===== src/rtl/change_dispenser_pkg.sv =====
// Shared definitions for the change dispenser: FSM states, coin-type codes and
// default coin values (common with the coin-accept controller).
package change_dispenser_pkg;

  typedef enum logic [1:0] {
    IDLE   = 2'd0,
    SELECT = 2'd1,
    ISSUE  = 2'd2,
    FINISH = 2'd3
  } state_e;

  localparam logic [1:0] COIN0 = 2'd0;
  localparam logic [1:0] COIN1 = 2'd1;
  localparam logic [1:0] COIN2 = 2'd2;
  localparam logic [1:0] COIN3 = 2'd3;

  localparam int DEF_BAL_W   = 8;
  localparam int DEF_VAL0    = 1;
  localparam int DEF_VAL1    = 2;
  localparam int DEF_VAL2    = 5;
  localparam int DEF_VAL3    = 10;
  localparam int DEF_TIMEOUT = 255;

endpackage


===== src/rtl/change_dispenser_if.sv =====
// Bundle of the payout request, hopper handshake and completion status.
// The dispenser connects through the slave modport; its driver through master.
interface change_dispenser_if #(
  parameter int BAL_W = 8
);
  logic             start;
  logic [BAL_W-1:0] bal_in;
  logic [3:0]       empty;
  logic             coin_ack;
  logic             coin_valid;
  logic [1:0]       coin_type;
  logic             busy;
  logic             done;
  logic             error;
  logic [BAL_W-1:0] rem_out;

  modport slave (
    input  start, bal_in, empty, coin_ack,
    output coin_valid, coin_type, busy, done, error, rem_out
  );

  modport master (
    output start, bal_in, empty, coin_ack,
    input  coin_valid, coin_type, busy, done, error, rem_out
  );
endinterface


===== src/rtl/change_dispenser_coin_select.sv =====
// Combinational greedy picker: the largest coin that fits in the remainder
// and whose hopper tube is not empty.
module change_dispenser_coin_select
  import change_dispenser_pkg::*;
#(
  parameter int BAL_W = DEF_BAL_W,
  parameter int VAL0  = DEF_VAL0,
  parameter int VAL1  = DEF_VAL1,
  parameter int VAL2  = DEF_VAL2,
  parameter int VAL3  = DEF_VAL3
) (
  input  logic [BAL_W-1:0] rem_i,
  input  logic [3:0]       empty_i,
  output logic             found_o,
  output logic [1:0]       sel_o
);

  localparam logic [BAL_W-1:0] V0 = BAL_W'(VAL0);
  localparam logic [BAL_W-1:0] V1 = BAL_W'(VAL1);
  localparam logic [BAL_W-1:0] V2 = BAL_W'(VAL2);
  localparam logic [BAL_W-1:0] V3 = BAL_W'(VAL3);

  // Later tests override earlier ones, so the highest eligible index wins.
  always_comb begin
    found_o = 1'b0;
    sel_o   = COIN0;
    if (!empty_i[0] && (V0 <= rem_i)) begin
      found_o = 1'b1;
      sel_o   = COIN0;
    end
    if (!empty_i[1] && (V1 <= rem_i)) begin
      found_o = 1'b1;
      sel_o   = COIN1;
    end
    if (!empty_i[2] && (V2 <= rem_i)) begin
      found_o = 1'b1;
      sel_o   = COIN2;
    end
    if (!empty_i[3] && (V3 <= rem_i)) begin
      found_o = 1'b1;
      sel_o   = COIN3;
    end
  end

endmodule


===== src/rtl/change_dispenser.sv =====
// Pays out a captured balance as coins, one hopper handshake per coin,
// and reports any unpaid remainder when it finishes or times out.
module change_dispenser
  import change_dispenser_pkg::*;
#(
  parameter int BAL_W   = DEF_BAL_W,
  parameter int VAL0    = DEF_VAL0,
  parameter int VAL1    = DEF_VAL1,
  parameter int VAL2    = DEF_VAL2,
  parameter int VAL3    = DEF_VAL3,
  parameter int TIMEOUT = DEF_TIMEOUT
) (
  input  logic               clk,
  input  logic               reset,
  change_dispenser_if.slave  bus
);

  localparam int TMR_W = (TIMEOUT > 1) ? $clog2(TIMEOUT) : 1;
  localparam logic [TMR_W-1:0] TMR_LAST = TMR_W'(TIMEOUT - 1);

  localparam logic [BAL_W-1:0] V0 = BAL_W'(VAL0);
  localparam logic [BAL_W-1:0] V1 = BAL_W'(VAL1);
  localparam logic [BAL_W-1:0] V2 = BAL_W'(VAL2);
  localparam logic [BAL_W-1:0] V3 = BAL_W'(VAL3);

  state_e           state_q;
  logic [BAL_W-1:0] rem_q;
  logic [BAL_W-1:0] rem_d;
  logic [1:0]       sel_q;
  logic             err_q;
  logic [TMR_W-1:0] timer_q;
  logic             found;
  logic [1:0]       pick;

  change_dispenser_coin_select #(
    .BAL_W (BAL_W),
    .VAL0  (VAL0),
    .VAL1  (VAL1),
    .VAL2  (VAL2),
    .VAL3  (VAL3)
  ) u_select (
    .rem_i   (rem_q),
    .empty_i (bus.empty),
    .found_o (found),
    .sel_o   (pick)
  );

  always_comb begin
    rem_d = rem_q - V0;
    case (sel_q)
      COIN1:   rem_d = rem_q - V1;
      COIN2:   rem_d = rem_q - V2;
      COIN3:   rem_d = rem_q - V3;
      default: rem_d = rem_q - V0;
    endcase
  end

  // An ack on the last timer cycle is checked first, so the coin still counts.
  always_ff @(posedge clk or posedge reset) begin
    if (reset) begin
      state_q <= IDLE;
      rem_q   <= '0;
      sel_q   <= COIN0;
      err_q   <= 1'b0;
      timer_q <= '0;
    end else begin
      case (state_q)
        IDLE: begin
          if (bus.start) begin
            rem_q   <= bus.bal_in;
            err_q   <= 1'b0;
            state_q <= (bus.bal_in == '0) ? FINISH : SELECT;
          end
        end
        SELECT: begin
          if (found) begin
            sel_q   <= pick;
            timer_q <= '0;
            state_q <= ISSUE;
          end else begin
            err_q   <= 1'b1;
            state_q <= FINISH;
          end
        end
        ISSUE: begin
          if (bus.coin_ack) begin
            rem_q   <= rem_d;
            state_q <= (rem_d == '0) ? FINISH : SELECT;
          end else if (timer_q == TMR_LAST) begin
            err_q   <= 1'b1;
            state_q <= FINISH;
          end else begin
            timer_q <= timer_q + 1'b1;
          end
        end
        FINISH: state_q <= IDLE;
        default: state_q <= IDLE;
      endcase
    end
  end

  // Status is only meaningful once a payout has completed, and holds in IDLE.
  assign bus.coin_valid = (state_q == ISSUE);
  assign bus.coin_type  = sel_q;
  assign bus.busy       = (state_q != IDLE);
  assign bus.done       = (state_q == FINISH);
  assign bus.error      = err_q && ((state_q == FINISH) || (state_q == IDLE));
  assign bus.rem_out    = ((state_q == FINISH) || (state_q == IDLE)) ? rem_q : '0;

endmodule


===== src/flat_wrapper.sv =====
// flat-port wrapper written by rule: the top's interface ports become plain ports
module change_dispenser_flat import change_dispenser_pkg::*;
#(
  parameter int BAL_W   = DEF_BAL_W,
  parameter int VAL0    = DEF_VAL0,
  parameter int VAL1    = DEF_VAL1,
  parameter int VAL2    = DEF_VAL2,
  parameter int VAL3    = DEF_VAL3,
  parameter int TIMEOUT = DEF_TIMEOUT
)
  (clk, reset, bus_start, bus_bal_in, bus_empty, bus_coin_ack, bus_coin_valid, bus_coin_type, bus_busy, bus_done, bus_error, bus_rem_out);
  change_dispenser_if #(.BAL_W(BAL_W)) bus_i ();
  input  logic clk;
  input  logic reset;
  input wire logic [$bits(bus_i.start)-1:0] bus_start;
  input wire logic [$bits(bus_i.bal_in)-1:0] bus_bal_in;
  input wire logic [$bits(bus_i.empty)-1:0] bus_empty;
  input wire logic [$bits(bus_i.coin_ack)-1:0] bus_coin_ack;
  output wire logic [$bits(bus_i.coin_valid)-1:0] bus_coin_valid;
  output wire logic [$bits(bus_i.coin_type)-1:0] bus_coin_type;
  output wire logic [$bits(bus_i.busy)-1:0] bus_busy;
  output wire logic [$bits(bus_i.done)-1:0] bus_done;
  output wire logic [$bits(bus_i.error)-1:0] bus_error;
  output wire logic [$bits(bus_i.rem_out)-1:0] bus_rem_out;
  assign bus_i.start = bus_start;
  assign bus_i.bal_in = bus_bal_in;
  assign bus_i.empty = bus_empty;
  assign bus_i.coin_ack = bus_coin_ack;
  assign bus_coin_valid = bus_i.coin_valid;
  assign bus_coin_type = bus_i.coin_type;
  assign bus_busy = bus_i.busy;
  assign bus_done = bus_i.done;
  assign bus_error = bus_i.error;
  assign bus_rem_out = bus_i.rem_out;
  change_dispenser #(.BAL_W(BAL_W), .VAL0(VAL0), .VAL1(VAL1), .VAL2(VAL2), .VAL3(VAL3), .TIMEOUT(TIMEOUT)) u_core (.clk(clk), .reset(reset), .bus(bus_i));
endmodule

===== config.mk =====
export PLATFORM = sky130hd
export DESIGN_NAME = change_dispenser_flat
export DESIGN_NICKNAME = d
export VERILOG_FILES = /design/src/rtl/change_dispenser_pkg.sv /design/src/rtl/change_dispenser_if.sv /design/src/rtl/change_dispenser_coin_select.sv /design/src/rtl/change_dispenser.sv /design/src/flat_wrapper.sv
export SDC_FILE = /design/constraint.sdc
export NUM_CORES = 1
export LEC_CHECK = 0
export ABC_AREA = 1
export CAP_MARGIN = 5
export CORE_MARGIN = 4
export CORE_UTILIZATION = 45
export CTS_CLUSTER_DIAMETER = 120
export DETAILED_ROUTE_END_ITERATION = 8
export DONT_BUFFER_PORTS = 1
export PLACE_DENSITY = 0.68
export RECOVER_POWER = 50
export REMOVE_ABC_BUFFERS = 1
export SLEW_MARGIN = 25
export SYNTH_ARGS = -nofsm -noshare
export SYNTH_HDL_FRONTEND = slang
export SYNTH_SLANG_ARGS = --single-unit

===== constraint.sdc =====
create_clock -name clk -period 1.9 [get_ports clk]
set_input_delay 0.38 -clock clk [delete_from_list [all_inputs] [get_ports clk]]
set_output_delay 0.38 -clock clk [all_outputs]
set_load 0.02 [all_outputs]

Yosys cells after proc, flatten, opt, wreduce, memory -nomap -nowiden
Cells that the tools add are included.
- input port bits: 16
- output and inout bits: 14
- logic and storage cells: 79
- register bits after elaboration: 21
- equality and inequality tests: 15
- reductions and logical operators: 22
- muxes and demuxes: 28
- add/subtract/negate cells: 5
- order comparisons: 4
- operator list (operator ; number):
    $mux 8 ; 6
    $pmux 8 s2 ; 2
    $pmux 8 s3 ; 1
    $logic_not 8->1 ; 2
    $mux 2 ; 7
    $mux 1 ; 10
    $ne 2x2->1 const B ; 5
    $add 8x1->8 const B ; 1
    $eq 2x2->1 const B ; 4
    $eq 8x8->1 const B ; 1
    $le 1x8->1 const A ; 1
    $le 2x8->1 const A ; 1
    $le 3x8->1 const A ; 1
    $le 4x8->1 const A ; 1
    $pmux 2 s4 ; 1
    $sub 8x1->8 const B ; 1
    $sub 8x2->8 const B ; 1
    $sub 8x3->8 const B ; 1
    $sub 8x4->8 const B ; 1
    $reduce_bool 2->1 ; 3
    $logic_and 1x1->1 ; 5
    $reduce_and 5->1 ; 1
    $eq 2x1->1 const B ; 2
    $logic_not 1->1 ; 4
    9 further kinds ; 11

Logic depth before layout (Yosys ltp)
Gate-level depths: netlist of the first run.
- word-level depth: 8
- gate-level depth with buffers: 15
- mapped depth without buffers: 15

Modules after synthesis
From an unflattened synthesis of the first run, not the netlist that was laid out.
- cells, all modules: 257
- area total of the unflattened synthesis: 1720.4 um^2
- modules (own cells, without submodules) (module ; cells each ; area each (um^2) ; sequential area each (um^2) ; times used):
    change_dispenser ; 218 ; 1551.5 ; 525.5 ; 1
    change_dispenser_coin_select ; 39 ; 168.9 ; 0.0 ; 1

Worst setup path before layout of the first run
Ideal clock, no wire load.
- kind: register to register
- from: reg u_core.state_q[0]
- to: reg u_core.rem_q[1]
- buffers on the path: 2
- period minus slack after synthesis: 1.951 ns
- arrival: 1.869 ns
- cell stages (with the launch flop): 9
- slack: -0.051 ns
- cell sequence: dfrtp_1 > inv_1 > ha_1 > buf_2 > nor2_1 > nor3_1 > clkbuf_1 > o211ai_1 > o21ai_0
- cells in the longest elaborated chain, start to end: 3
- elaborated cells on any way between the ends: 7
- those cells by class: eq/ne: 3; mux: 1; reduce/logical: 3
- ends and longest elaborated chain (item ; line ; RTL):
    start: declaration ; change_dispenser.sv:26 ; state_e state_q;
    start signal: assignment ; change_dispenser.sv:72 ; state_q <= (bus.bal_in == '0) ? FINISH : SELECT;
    start signal: assignment ; change_dispenser.sv:88 ; state_q <= (rem_d == '0) ? FINISH : SELECT;
    $eq 2x2->1 * ; n/a ;
    net bus_coin_valid ; flat_wrapper.sv:19 ; output wire logic [$bits(bus_i.coin_valid)-1:0] bus_coin_valid;
    $ne 2x2->1 (no line) / $reduce_bool 2->1 (equally long branches) ; n/a ;
    $reduce_and 3->1 (no line) ; n/a ;
    end signal: assignment ; change_dispenser.sv:70 ; rem_q <= bus.bal_in;
    end signal: assignment ; change_dispenser.sv:87 ; rem_q <= rem_d;
    end: declaration ; change_dispenser.sv:27 ; logic [BAL_W-1:0] rem_q;
Mark *: on every way through the listed nets, which the timed path passes. The rest lies on a longest branch.
A chain may end at the register's enable or synchronous reset.

Worst setup path in the final report of the first run
- from: reg u_core.rem_q[1]
- to: reg u_core.state_q[1]
- cells in the longest elaborated chain, start to end: 6
- elaborated cells on any way between the ends: 9
- those cells by class: add/sub: 4; mux: 4; reduce/logical: 1
- ends and longest elaborated chain (item ; line ; RTL):
    $sub 8x1->8 (tied with other cells) ; n/a ;
    $pmux 8 s3 * ; change_dispenser.sv:50 ; case (sel_q)
    $logic_not 8->1 * ; change_dispenser.sv:88 ;
    $mux 2 * ; change_dispenser.sv:88 ;
    $mux 2 * ; change_dispenser.sv:86 ; if (bus.coin_ack) begin
    $pmux 2 s4 * ; change_dispenser.sv:67 ; case (state_q)
Every way passes the cells marked *; elsewhere a longest branch is shown, timed or not.

==> results of run 1 <==
sequential cells by signal, summed over array words and instances, names as in the netlist:
register	count
u_core.bus.coin_type	2
u_core.err_q	1
u_core.rem_q	8
u_core.state_q	2
u_core.timer_q	8
cells in the mapped netlist, types with 2 or more instances:
| cell type | instances |
|---|---|
| o211ai_1 | 4 |
| nor2_1 | 43 |
| a21oi_1 | 11 |
| buf_2 | 4 |
| o21ai_0 | 20 |
| nand3_1 | 40 |
| nand2_2 | 2 |
| ha_1 | 15 |
| clkinv_2 | 2 |
| nor3_1 | 3 |
| nor4_1 | 2 |
| o21bai_4 | 2 |
| nand2_1 | 84 |
| dfrtp_1 | 21 |
| clkbuf_1 | 5 |
| nand4_1 | 8 |
| o22ai_1 | 4 |
| inv_1 | 27 |
| xor2_1 | 6 |
metrics by stage:
| stage | area [µm²] | hold WS (ns) |
|---|---|---|
| 2_1_floorplan | 2020 | 0.357 |
| 5_1_grt | 2840 | 0.302 |
| 4_1_cts | 2600 | 0.0395 |
| 3_5_place_dp | 2480 | 0.322 |
| 6_report | 2840 | 0.286 |
| 3_3_place_gp | 2480 | 0.325 |
final cells by class:
class / instances / area (µm²) / share of cell area, %
Clock buffer: 4 / 45.0 / 1.59
Inverter: 32 / 131 / 4.62
Multi-Input combinational cell: 256 / 1600 / 56.2
Sequential cell: 21 / 527 / 18.5
Tap cell: 52 / 65.1 / 2.29
Timing Repair Buffer: 60 / 477 / 16.8
kinds of logic (layout without fill, tap and decap cells):
group           count (synthesis)  in the layout  synth area share, %
xor+xnor                        7              7                 2.98
simple gates                  188            188                 40.5
buf+inv                        41             96                 7.96
fa+ha+maj                      15             15                 9.11
compound gates                 46             46                 13.9
flops                          21             21                 25.5
metal layers:
| metal | share of wire, % | vias up |
|---|---|---|
| li1 | - | 1158 |
| met1 | 43 | 1063 |
| met2 | 49 | 71 |
| met3 | 5.0 | 15 |
| met4 | 2.5 | 0 |
| met5 | 0 | - |
worst max path at each step:
stage | slack [ns] | cells after the start | start | to
after CTS | 0.004 | 13 | u_core.rem_q[2] | u_core.state_q[1]
after global placement | -0.03 | 11 | u_core.rem_q[1] | u_core.timer_q[2]
after global routing | -0.05 | 15 | u_core.rem_q[1] | u_core.state_q[1]
after detailed placement | -0.07 | 11 | u_core.rem_q[1] | u_core.timer_q[0]
after floorplan | -0.56 | 9 | u_core.state_q[0] | u_core.rem_q[3]
final | 0.04 | 13 | u_core.rem_q[1] | u_core.state_q[1]
repair_timing:
item / CTS / global route
pin swaps: 6 / 34
hold endpoints to repair: 0 / 0
endpoints found under the setup margin: 19 / 16
hold buffers: 0 / 0
setup buffers: 2 / 6
resized for setup: 15 / 59
power by group:
| part | internal (µW) | leakage (µW) | switching [µW] |
|---|---|---|---|
| clock | 150 | 0.0000228 | 150 |
| sequential | 612 | 0.000265 | 230 |
| combinational | 1980 | 0.00107 | 2670 |
| total | 2740 | 0.00136 | 3050 |
==> flow_metrics.tcl, run 1 <==
set metrics [dict create \
    worst-setup-path-type "reg2reg" \
    grt_pass1_wl_um 9940 \
    ys_async_sr_fraction_pct 100 \
    cts_tree "done" \
    antenna_left 0 \
    final_cell_mix "nand2_1, buf_4, nor2_1" \
    fin_crit_sh_pct 98.1 \
    p_per_area_nw_per_um2 2040 \
    cts_buffer_depth 2 \
    nets 405 \
    use_met1_pct 28.7 \
    drv_cap 0 \
    routabilityCongestion 0.958 \
    grtUsageMet2_pct 39.6 \
    synth_cells 318 \
    grt_use_met3_pct 3.17 \
    cp_top_family "simple AND/OR/NAND/NOR gates" \
    rows 24 \
    yosys.area.top_type_share_pct 25.5 \
    post_drt_wl_per_cell_um 15.1 \
    crit_slowest_cell "dfrtp_1" \
    synth_seq_cells 21 \
    grt_usage_pct 22.7 \
    fillers 374 \
    cts.root.buffer_cell "clkbuf_8" \
    layout_commonest_cell "nand2_1" \
    syn_area_um2 2060 \
    worst_path_most_repeated_cell "nand2_1" \
    vias 2307 \
    die-area_um2 5720 \
    ys_seq_area_share_pct 25.5 \
    ir_worst_vdd_uv 1220 \
    worstRegToRegCells 13 \
    die_y_um 75.7 \
    hold_viol 0 \
    hold_depth 2 \
    cts.htree.levels 1 \
    wl_um 6400 \
    drv_slew 0 \
    fmax_ghz 0.537 \
    synthToLayoutAreaGrowth_pct 38.0 \
    dr.pass1.iters 5 \
    dieWidth_um 75.7 \
    r2r-end "u_core.state_q[1]" \
    cp_max_fo 4 \
    finalSetupViolCount 0 \
    place_ws_ns -0.0691 \
    worst_slew_pin_slew_ns 1.23 \
    synth.yosys.warnings 0 \
    skew_ns 0.00272 \
    dpl.cell_count 413 \
    period_needed_ns 1.86 \
    numPortBuffers 0 \
    ff2ff_setup_slack_ns 0.04 \
    cp_cell_sequence "buf_4 > ha_1 > inv_2 > nand2_4 > nor2_1 > nand2_1 > nand3_1 > nand4_1 > nor2_2 > nand2_1 > nand2_1 > nand2_1 > a21oi_2" \
    hold_start "bus_bal_in[3]" \
    power_uw 5790 \
    critPathCaptureType "flip-flop" \
    holdCritPathClass "in2reg" \
    required_ns 2.10 \
    synth_area_leaders "dfrtp_1, nand2_1, nand3_1" \
    initial_utilization_pct 47.0 \
    coreArea_um2 4380 \
    cts_buffers 3 \
    initialDrtViolationCount 122 \
    crit_arrival_ns 2.06 \
    cp-start-kind "flip-flop" \
    vias_per_cell 5.43 \
    p_leak_uw 0.00136 \
    grt_most_used_layer "met2" \
    antenna_found_initial 0 \
    drcViolationCount 0 \
    clk_pin_slew_worst_paths_ns 0.08 \
    postSynthAreaPerCell_um2 6.48 \
    synth_cell_types 34 \
    drive_above_1_share_pct 33.0 \
    io_pins 30 \
    fin_ws_ns 0.0365 \
    maxSlewHeadroom_pct 18.1 \
    status "finished, final reports clean" \
    min_to "u_core.rem_q[3]" \
    grt_max_degree 22 \
    clk_latency_ns 0.26 \
    synth_edf_count 0 \
    n_antenna_cell 0 \
    instances_no_fill 425 \
    ys.flop_type "dfrtp_1" \
    first_global_vias 2137 \
    finalCoreUtilization_pct 64.8 \
    yosysTopAreaCell "dfrtp_1" \
    hpwl_um 4880 \
    timing.rr.start "u_core.rem_q[1]" \
    max_stage_delay_ns 0.42 \
    grt-ovfl-total 0 \
    path_buf_inv 2 \
    rsz0062_at_grt "yes" \
    cts_sinks 21 \
    setup-tns-final_ns 0 \
]
(Power assumes the default switching activity.)
==> run 2, diff against run 1 <==
CAP_MARGIN = not set   (was 5)
CELL_PAD_IN_SITES_DETAIL_PLACEMENT = 1   (was not set)
CELL_PAD_IN_SITES_GLOBAL_PLACEMENT = 2   (was not set)
CORE_UTILIZATION = 31   (was 45)
PLACE_DENSITY = 0.82   (was 0.68)
SETUP_SLACK_MARGIN = 0.2   (was not set)
==> flow_metrics.tcl, run 2 (same netlist as run 1, synthesis figures left out) <==
set metrics [dict create \
    path_buf_inv 3 \
    grt-ovfl-total 0 \
    holdCritPathClass "in2reg" \
    p_leak_uw 0.00144 \
    finalSetupViolCount 4 \
    synthToLayoutAreaGrowth_pct 49.0 \
    n_antenna_cell 0 \
    drive_above_1_share_pct 39.4 \
    cts.htree.levels 1 \
    initial_utilization_pct 32.2 \
    hpwl_um 5850 \
    fin_crit_sh_pct 105 \
    cts_tree "done" \
    cp_cell_sequence "inv_2 > buf_6 > ha_4 > buf_6 > nand2_4 > nand2_2 > nand3_2 > nand2_2 > nand3_2 > nand2_2 > nand2_2 > nor2_1 > nand2_1 > nand2_1 > nand2_1 > a21oi_1" \
    clk_pin_slew_worst_paths_ns 0.09 \
    die_y_um 89.5 \
    crit_arrival_ns 2.18 \
    fin_ws_ns -0.0937 \
    violations "negative setup slack" \
    skew_ns 0.0159 \
    cts_hold_buf 0 \
    max_stage_delay_ns 0.42 \
    rsz0062_at_grt "yes" \
    drv_slew 0 \
    timing.rr.start "u_core.rem_q[1]" \
    coreArea_um2 6390 \
    drcViolationCount 0 \
    dr.pass1.iters 4 \
    cts_buffers 3 \
    p_per_area_nw_per_um2 2210 \
    vias 2522 \
    startpoint "u_core.rem_q[1]" \
    routabilityCongestion 0.941 \
    worst_path_most_repeated_cell "nand2_2" \
    wl_um 8600 \
    vias_per_cell 5.42 \
    cp-start-kind "flip-flop" \
    worst-setup-path-type "reg2reg" \
    reg.largest.list "u_core.rem_q (8), u_core.timer_q (8)" \
    status "complete, but fails checks" \
    maxSlewHeadroom_pct 16.8 \
    drv_cap 0 \
    cp_max_fo 6 \
    cts_buffer_depth 2 \
    nets 420 \
    ff2ff_setup_slack_ns -0.09 \
    holdWs_ns 0.276 \
    rows 29 \
    antenna_found_initial 0 \
    grt_pass1_wl_um 12800 \
    antenna_left 0 \
    cts.root.buffer_cell "clkbuf_8" \
    power_uw 6780 \
    min_to "u_core.rem_q[5]" \
    first_global_vias 2541 \
    period_needed_ns 1.99 \
    clk_latency_ns 0.27 \
    worst_slew_pin_slew_ns 1.25 \
    required_ns 2.09 \
    grt_max_degree 22 \
    critPathCaptureType "flip-flop" \
    dieWidth_um 89.5 \
    layout_commonest_cell "nand2_1" \
    ir_worst_vdd_uv 1340 \
    die-area_um2 8010 \
    crit_slowest_cell "dfrtp_1" \
    worstRegToRegCells 16 \
    io_pins 30 \
    initialDrtViolationCount 183 \
    post_drt_wl_per_cell_um 18.5 \
    grt_usage_pct 20.6 \
    final_cell_mix "nand2_1, buf_4, nand3_1" \
    hold_start "bus_bal_in[5]" \
    fmax_ghz 0.502 \
    hold_viol 0 \
    r2r-end "u_core.state_q[1]" \
    hold_depth 2 \
    cp_top_family "simple AND/OR/NAND/NOR gates" \
    numPortBuffers 0 \
    cts_sinks 21 \
]
[run 2: repair_timing]
action / in CTS / in global routing
gates resized for setup: 50 / 56
setup endpoints to repair: 28 / 30
pin swaps: 13 / 18
setup buffers: 13 / 13
[run 2: how the worst max path moves through the flow]
stage,to,slack (ns),cells past startpoint
finish,u_core.state_q[1],-0.09,16
global route,u_core.state_q[1],-0.25,13
CTS,u_core.state_q[1],0.05,16
detailed placement,u_core.timer_q[2],-0.13,11
global placement,u_core.timer_q[6],-0.06,11
floorplan,u_core.rem_q[3],-0.56,9
[run 2: where the power goes]
group / internal, µW / switching [µW] / total, µW
clock: 148 / 161 / 309
sequential: 614 / 228 / 842
combinational: 2440 / 3190 / 5630
total: 3200 / 3580 / 6780
[run 2: cell type report]
type / instances / area [µm²]
Clock buffer: 3 / 41.3
Clock inverter: 1 / 7.51
Tap cell: 77 / 96.3
Multi-Input combinational cell: 256 / 1640
Fill cell: 794 / 3320
Inverter: 32 / 130
Timing Repair Buffer: 75 / 623
Sequential cell: 21 / 528
[run 2: routing by layer]
metal	wire [µm]	up-vias	global-route usage, %	share of wire [%]
met1	3700	1242	27.4	43
met4	154	0	5.01	1.8
li1	-	1191	-	-
met3	427	17	2.12	5.0
met5	0	-	0	0
met2	4310	72	35.8	50
[run 2: stage by stage]
step	setup slack, ns	cell area (µm²)	std cells	util, %	TNS [ns]
CTS	0.0486	2790	452	43.6	0
floorplan	-0.562	2020	309	-	-5.38
detailed placement	-0.127	2480	435	38.9	-1.02
finish	-0.0937	3070	465	48.0	-0.159
global route	-0.250	3070	465	48.0	-1.64
global placement	-0.0634	2480	435	38.9	-0.404
